==> src/rtl/keccak_pkg.sv <==
`default_nettype none
// ============================================================================
//  Module   : keccak_pkg
//  Purpose  : Shared definitions for the parametrised Keccak padder: rate
//             select encoding, rate lookup, pad byte values and FSM states.
//  Revision : 1.0 - initial release
// ============================================================================
package keccak_pkg;

    // Rate select encoding carried on the mode input.
    localparam logic [1:0] MODE_1152 = 2'd0;
    localparam logic [1:0] MODE_1088 = 2'd1;
    localparam logic [1:0] MODE_832  = 2'd2;
    localparam logic [1:0] MODE_576  = 2'd3;

    // Rate in bits, indexed by mode.
    localparam int RATE_BITS [4] = '{1152, 1088, 832, 576};

    localparam logic [7:0] PAD_KECCAK = 8'h01;
    localparam logic [7:0] PAD_SHA3   = 8'h06;
    localparam logic [7:0] PAD_END    = 8'h80;

    typedef enum logic [1:0] {
        IDLE = 2'd0,
        FILL = 2'd1,
        PAD  = 2'd2,
        DONE = 2'd3
    } state_t;

    // Number of input words that make up one rate-sized block.
    function automatic int words_per_block(input logic [1:0] mode, input int in_w);
        return RATE_BITS[mode] / in_w;
    endfunction

endpackage
`default_nettype wire

==> src/rtl/keccak_pad_word.sv <==
`default_nettype none
// ============================================================================
//  Module   : keccak_pad_word
//  Purpose  : Builds the padded final message word. Bytes 0..byte_num-1 are
//             taken from in, byte byte_num receives pad_byte and every later
//             byte is zero. Byte 0 lives in the MSB lane.
//  Ports    : in       - final message word (IN_W bits)
//             byte_num - count of valid message bytes in the word
//             pad_byte - first pad byte (0x01 Keccak / 0x06 SHA-3)
//             out      - padded word
//  Revision : 1.0 - initial release
// ============================================================================
module keccak_pad_word #(
    parameter int IN_W = 32,
    parameter int BN_W = $clog2(IN_W / 8)
) (
    input  logic [IN_W-1:0] in,
    input  logic [BN_W-1:0] byte_num,
    input  logic [7:0]      pad_byte,
    output logic [IN_W-1:0] out
);

    always_comb begin
        out = '0;
        for (int i = 0; i < IN_W / 8; i++) begin
            if (i < int'(byte_num)) begin
                out[IN_W-1-8*i -: 8] = in[IN_W-1-8*i -: 8];
            end else if (i == int'(byte_num)) begin
                out[IN_W-1-8*i -: 8] = pad_byte;
            end
        end
    end

endmodule
`default_nettype wire

==> src/rtl/keccak_padder_gen.sv <==
`default_nettype none
// ============================================================================
//  Module   : keccak_padder_gen
//  Purpose  : Collects IN_W-bit message words into rate-sized blocks, applies
//             Keccak/SHA-3 multi-rate padding to the final block and hands
//             each block to the permutation core with a full/ack handshake.
//  Ports    : clk, reset (async, active-low)
//             mode        - rate select 0=1152 1=1088 2=832 3=576 bits
//             sha3_pad    - first pad byte 0x06 when set, else 0x01
//             in/in_ready - message word and its valid strobe
//             is_last     - word is the final one of the message
//             byte_num    - valid bytes in the final word
//             buffer_full - out holds a complete block
//             out         - block, byte 0 at MSBs, left-aligned
//             out_last    - block is the final block of the message
//             f_ack       - core has consumed the block
//  Revision : 1.0 - initial release
// ============================================================================
module keccak_padder_gen
    import keccak_pkg::*;
#(
    parameter int IN_W     = 32,
    parameter int MAX_RATE = 1152,
    parameter int BN_W     = $clog2(IN_W / 8)
) (
    input  logic                clk,
    input  logic                reset,
    input  logic [1:0]          mode,
    input  logic                sha3_pad,
    input  logic [IN_W-1:0]     in,
    input  logic                in_ready,
    input  logic                is_last,
    input  logic [BN_W-1:0]     byte_num,
    output logic                buffer_full,
    output logic [MAX_RATE-1:0] out,
    output logic                out_last,
    input  logic                f_ack
);

    localparam int SLOT_W = $clog2(MAX_RATE / IN_W);

    state_t              state, state_nxt;
    logic [SLOT_W-1:0]   slot;
    logic [1:0]          mode_q;
    logic                sha3_q;
    logic [MAX_RATE-1:0] block;
    logic                full_q;
    logic                last_q;

    logic [1:0]          cur_mode;
    logic                cur_sha3;
    logic [7:0]          pad_byte;
    logic [IN_W-1:0]     padded;
    logic [SLOT_W-1:0]   last_slot;
    logic                accept;
    logic                pad_fill;
    logic                write;
    logic                at_end;
    logic                final_blk;
    logic [IN_W-1:0]     wdata;

    // The first word of a message is written before mode/sha3_pad are
    // latched, so it sees the live inputs; every later word uses the copy.
    assign cur_mode = (state == IDLE) ? mode : mode_q;
    assign cur_sha3 = (state == IDLE) ? sha3_pad : sha3_q;
    assign pad_byte = cur_sha3 ? PAD_SHA3 : PAD_KECCAK;

    keccak_pad_word #(
        .IN_W (IN_W),
        .BN_W (BN_W)
    ) u_pad_word (
        .in       (in),
        .byte_num (byte_num),
        .pad_byte (pad_byte),
        .out      (padded)
    );

    always_comb begin
        last_slot = SLOT_W'(words_per_block(cur_mode, IN_W) - 1);
        accept    = in_ready && !full_q && ((state == IDLE) || (state == FILL));
        pad_fill  = (state == PAD);
        write     = accept || pad_fill;
        at_end    = (slot == last_slot);
        final_blk = pad_fill || (accept && is_last);

        if (pad_fill) begin
            wdata = '0;
        end else if (is_last) begin
            wdata = padded;
        end else begin
            wdata = in;
        end
        // The closing 0x80 belongs to the final block only; it lands in the
        // least significant byte of the last slot and may merge with the
        // first pad byte (0x81 / 0x86).
        if (at_end && final_blk) begin
            wdata[7:0] = wdata[7:0] | PAD_END;
        end
    end

    // Next-state logic
    always_comb begin
        state_nxt = state;
        case (state)
            IDLE, FILL: begin
                if (accept) begin
                    if (is_last) begin
                        state_nxt = at_end ? DONE : PAD;
                    end else begin
                        state_nxt = FILL;
                    end
                end
            end
            PAD: begin
                if (at_end) begin
                    state_nxt = DONE;
                end
            end
            DONE:    state_nxt = DONE;
            default: state_nxt = IDLE;
        endcase
    end

    always_ff @(posedge clk or negedge reset) begin
        if (!reset) begin
            state <= IDLE;
        end else begin
            state <= state_nxt;
        end
    end

    always_ff @(posedge clk or negedge reset) begin
        if (!reset) begin
            slot   <= '0;
            mode_q <= '0;
            sha3_q <= 1'b0;
            block  <= '0;
            full_q <= 1'b0;
            last_q <= 1'b0;
        end else begin
            if (accept && (state == IDLE)) begin
                mode_q <= mode;
                sha3_q <= sha3_pad;
            end
            // accept already excludes a full buffer, so an ack and a word on
            // the same edge can never both act.
            if (full_q && f_ack) begin
                full_q <= 1'b0;
                last_q <= 1'b0;
                slot   <= '0;
            end else if (write) begin
                block[MAX_RATE-1-int'(slot)*IN_W -: IN_W] <= wdata;
                if (at_end) begin
                    full_q <= 1'b1;
                    last_q <= final_blk;
                end else begin
                    slot <= slot + 1'b1;
                end
            end
        end
    end

    assign buffer_full = full_q;
    assign out         = block;
    assign out_last    = last_q;

endmodule
`default_nettype wire

==> config.mk <==
export PLATFORM = sky130hd
export DESIGN_NAME = keccak_padder_gen
export DESIGN_NICKNAME = d
export VERILOG_FILES = /design/src/rtl/keccak_pkg.sv /design/src/rtl/keccak_pad_word.sv /design/src/rtl/keccak_padder_gen.sv
export SDC_FILE = /design/constraint.sdc
export NUM_CORES = 2
export LEC_CHECK = 0
export ABC_AREA = 1
export CAP_MARGIN = 20
export CORE_AREA = 10 10 461 463
export DETAILED_ROUTE_END_ITERATION = 8
export DIE_AREA = 0 0 471 473
export DONT_BUFFER_PORTS = 1
export PLACE_DENSITY = 0.35
export SLEW_MARGIN = 20
export SYNTH_ARGS = -nofsm -noshare
export SYNTH_HDL_FRONTEND = slang
export SYNTH_SLANG_ARGS = --single-unit
==> constraint.sdc <==
create_clock -name clk -period 3.4 [get_ports clk]
set_clock_uncertainty 0.2 [all_clocks]
set_input_delay 1.02 -clock clk [delete_from_list [all_inputs] [get_ports clk]]
set_output_delay 1.02 -clock clk [all_outputs]
set_load 0.1 [all_outputs]
==> out/results.ini <==
[layout]
nNetsFinal = 5349
final_area_mm2 = 0.0578
drive_gt1_share_pct = 19.9
syn2layout_area_growth_pct = 31.3
fill_cells = 21800

[setup_path]
worstPathRequired_ns = 3.91
regToRegStartpoint = slot[3]
r2r-end = out[713]
cp.arrival_ns = 3.75
critPathMaxFanout = 11
cp-end-kind = flip-flop
crit_path_cell_trace = inv_2, ha_1, nand2_1, nand2_2, nand2_2, buf_4, a21oi_1, nand3_2, buf_4, nor2_1, inv_1, o21ai_0
cp_top_family = simple AND/OR/NAND/NOR gates
regToRegSetupSlack_ns = 0.15
path_buf_inv = 4
r2r.worst_path.cells = 12
crit_type = reg -> reg
slowest_stage = nor2_1
crit_path_max_incr_delay_ns = 0.54
cp-start-kind = flip-flop

[cts]
worstSkewPairLatency_ns = 0.79
path_clk_slew_ns = 0.06
clock_path_buffers = 3
cts_sinks = 1165
cts_max_level = 4
cts_made_buffers = 146
postCtsSetupBuffers = 0
cts_tree = built
root_buffer = clkbuf_16

[global_route]
grt_pass1_wl_um = 332000
grt_max_degree = 226
track_usage_pct = 21.6
grt_pass1_vias = 34900
antenna_found_initial = 41
overflow = 0

[timing]
slew_viol_final = 0
fin_ws_ns = 0.151
relSlewSlack_pct = 27.1
period_share_pct = 95.6
worst_pin_slew_ns = 1.09
fin_worst_hold_slack_ns = 0.202
fin_crit_ns = 3.25
fmax_mhz = 308
setup_viol = 0
rsz0062_at_grt = no
hold_viol = 0

[synthesis]
synth-simple-area-share_pct = 16.7
synth_fa_ha_area_share_pct = 0.0852
ys_ff_latch = 1165
synth_top_family_by_area = simple AND/OR/NAND/NOR gates
syn_nets = 4721
synth_compound_area_share_pct = 12.5
synth_warnings = 0
muxShareOfSynthArea_pct = 0
yosysSeqAreaShare_pct = 66.2
synth-xor-area-share_pct = 0.116
yosysUniqueCellTypes = 26
avgSynthCellArea_um2 = 9.42
syn_inst = 4676
syn-cell-area_mm2 = 0.0440

[floorplanning]
initial_core_util_pct = 21.6
core.rowCount = 166
die_h_um = 473
die_w_um = 471
design.die.area_mm2 = 0.223
pin_count = 1196
design.core.area_mm2 = 0.204

[status]
outcome = complete, no violations

[worst_hold_path]
min_from = mode[0]
hold_class = in -> reg
min_path_cells = 2
hold_end = mode_q[0]

[routing]
drt_iter0_drc = 2971
final_antenna_net_count = 0
vias = 35700
via_per_inst = 4.40
drc = 0
routed_wirelength_um = 248000
dr.pass1.iters = 6
avgRoutedWirePerCell_um = 30.6

[pwr]
leakage_nw = 27.4
seq_power_share_pct = 43.3
peakVddDrop_v = 0.000511
p_clk_share_pct = 47.5
combPwrFrac_pct = 9.3
finalPower_w = 0.0327
internal_power_w = 0.0236
switching_share_pct = 27.9
power_switching_w = 0.00912
power_density_mw_per_mm2 = 566

[place]
place_area_mm2 = 0.0529
dpl.hpwl_um = 190000
gp_routability_congestion = 0.798
place_ws_ns = -0.519
port_buffers = 0

[flow_run]
maxCapViolations = 0

==> placed cells by master, fill, tap and decap left out, drive strengths merged <==
cell type,instances
clkinv,37
inv,242
nor2,213
or2,5
diode,19
buf,749
a22oi,1
nand2,1571
clkinvlp,4
dlygate4sd3,2
ha,3
o22ai,1
nand4,12
xor2,5
nor3,6
nand3,86
o21ai,1058
a21oi,37
clkbuf,219
bufinv,2
dfrtp,1165
==> repair_timing <==
| item | in CTS | in global routing |
|---|---|---|
| resized for setup | 8 | 20 |
| endpoints found under the setup margin | 21 | 57 |
| hold buffers | 2 | 1 |
| hold endpoints to repair | 119 | 23 |
==> per-layer routing <==
metal	routed length, um	track usage (%)	share of wire [%]	vias up
met5	182	0	0.073	-
li1	-	-	-	16300
met2	117000	35.2	47	1308
met4	4930	4.96	2.0	26
met3	26700	9.76	11	243
met1	99700	25.9	40	17800
==> synth_stat cells, drive strengths merged <==
cell    number  area, um2
a21oi       37        185
a22oi        1       7.51
buf         43        208
clkbuf     228        856
clkinv       5       18.8
dfrtp     1165      29200
ha           3       37.5
inv        237        890
nand2     1571       5910
nand3       86        430
nand4       12       75.1
nor2       213        857
nor3         6       41.3
o21ai     1058       5300
o22ai        1       6.26
or2          5       31.3
xor2         5       51.3
==> logic make-up (layout without fill, tap and decap cells) <==
group / count (synthesis) / after routing
AOI/OAI and AO/OA: 1097 / 1097
xor gates and xnor gates: 5 / 5
adders and majority gates: 3 / 3
buffers and inverters: 513 / 1255
DFF: 1165 / 1165
other: 0 / 19
and+or+nand+nor: 1893 / 1893
==> registers in the layout, indices dropped and copies added (netlist names) <==
signal and cells:
out 1152, mode_q 2, sha3_q 1, slot 6
state 2, out_last 1, buffer_full 1
==> final cells by class <==
class / count / area [um2] / share of cell area, %
Clock inverter: 43 / 393 / 0.680
Sequential cell: 1165 / 29200 / 50.4
Antenna cell: 19 / 47.5 / 0.0822
Tap cell: 2688 / 3360 / 5.82
Inverter: 242 / 913 / 1.58
Clock buffer: 219 / 4340 / 7.51
Multi-Input combinational cell: 2998 / 13100 / 22.6
Timing Repair Buffer: 751 / 6520 / 11.3
==> worst reg2reg max path: cells and delay by family (launching register included) <==
kind / cells / cell delay (ns)
simple gates: 5 / 0.98
compound gates: 2 / 0.50
flops: 1 / 0.43
fa+ha+maj: 1 / 0.19
buf+inv: 4 / 0.91
==> through the flow <==
stage | TNS [ns] | util, % | instances
after floorplan | 0 | - | 4676
after global placement | -8.30 | 25.9 | 7832
after detailed placement | -8.19 | 26.0 | 7839
after CTS | 0 | 28.3 | 8103
after global routing | 0 | 28.4 | 8114
final | 0 | 28.4 | 8125
==> how the worst max path moves through the flow <==
stage / slack, ns / startpoint / endpoint / cells past startpoint
2_1_floorplan: 0.17 / slot[2] / out[487] / 16
3_3_place_gp: -0.54 / slot[2] / out[511] / 15
3_5_place_dp: -0.52 / byte_num[1] / out[511] / 12
4_1_cts: 0.01 / slot[2] / out[380] / 14
5_1_grt: 0.001 / slot[3] / out[379] / 14
6_report: 0.15 / slot[3] / out[713] / 12
==> power by group through the flow <==
stage	Combinational (W)	Sequential (W)	Clock, W
5_1_grt	0.00329	0.0142	0.0166
3_5_place_dp	0.00312	0.0144	0
3_3_place_gp	0.00281	0.0144	0
4_1_cts	0.00316	0.0142	0.0161
2_1_floorplan	0.000701	0.0145	0
6_report	0.00304	0.0142	0.0155
Power figures use the tool's default switching activity.
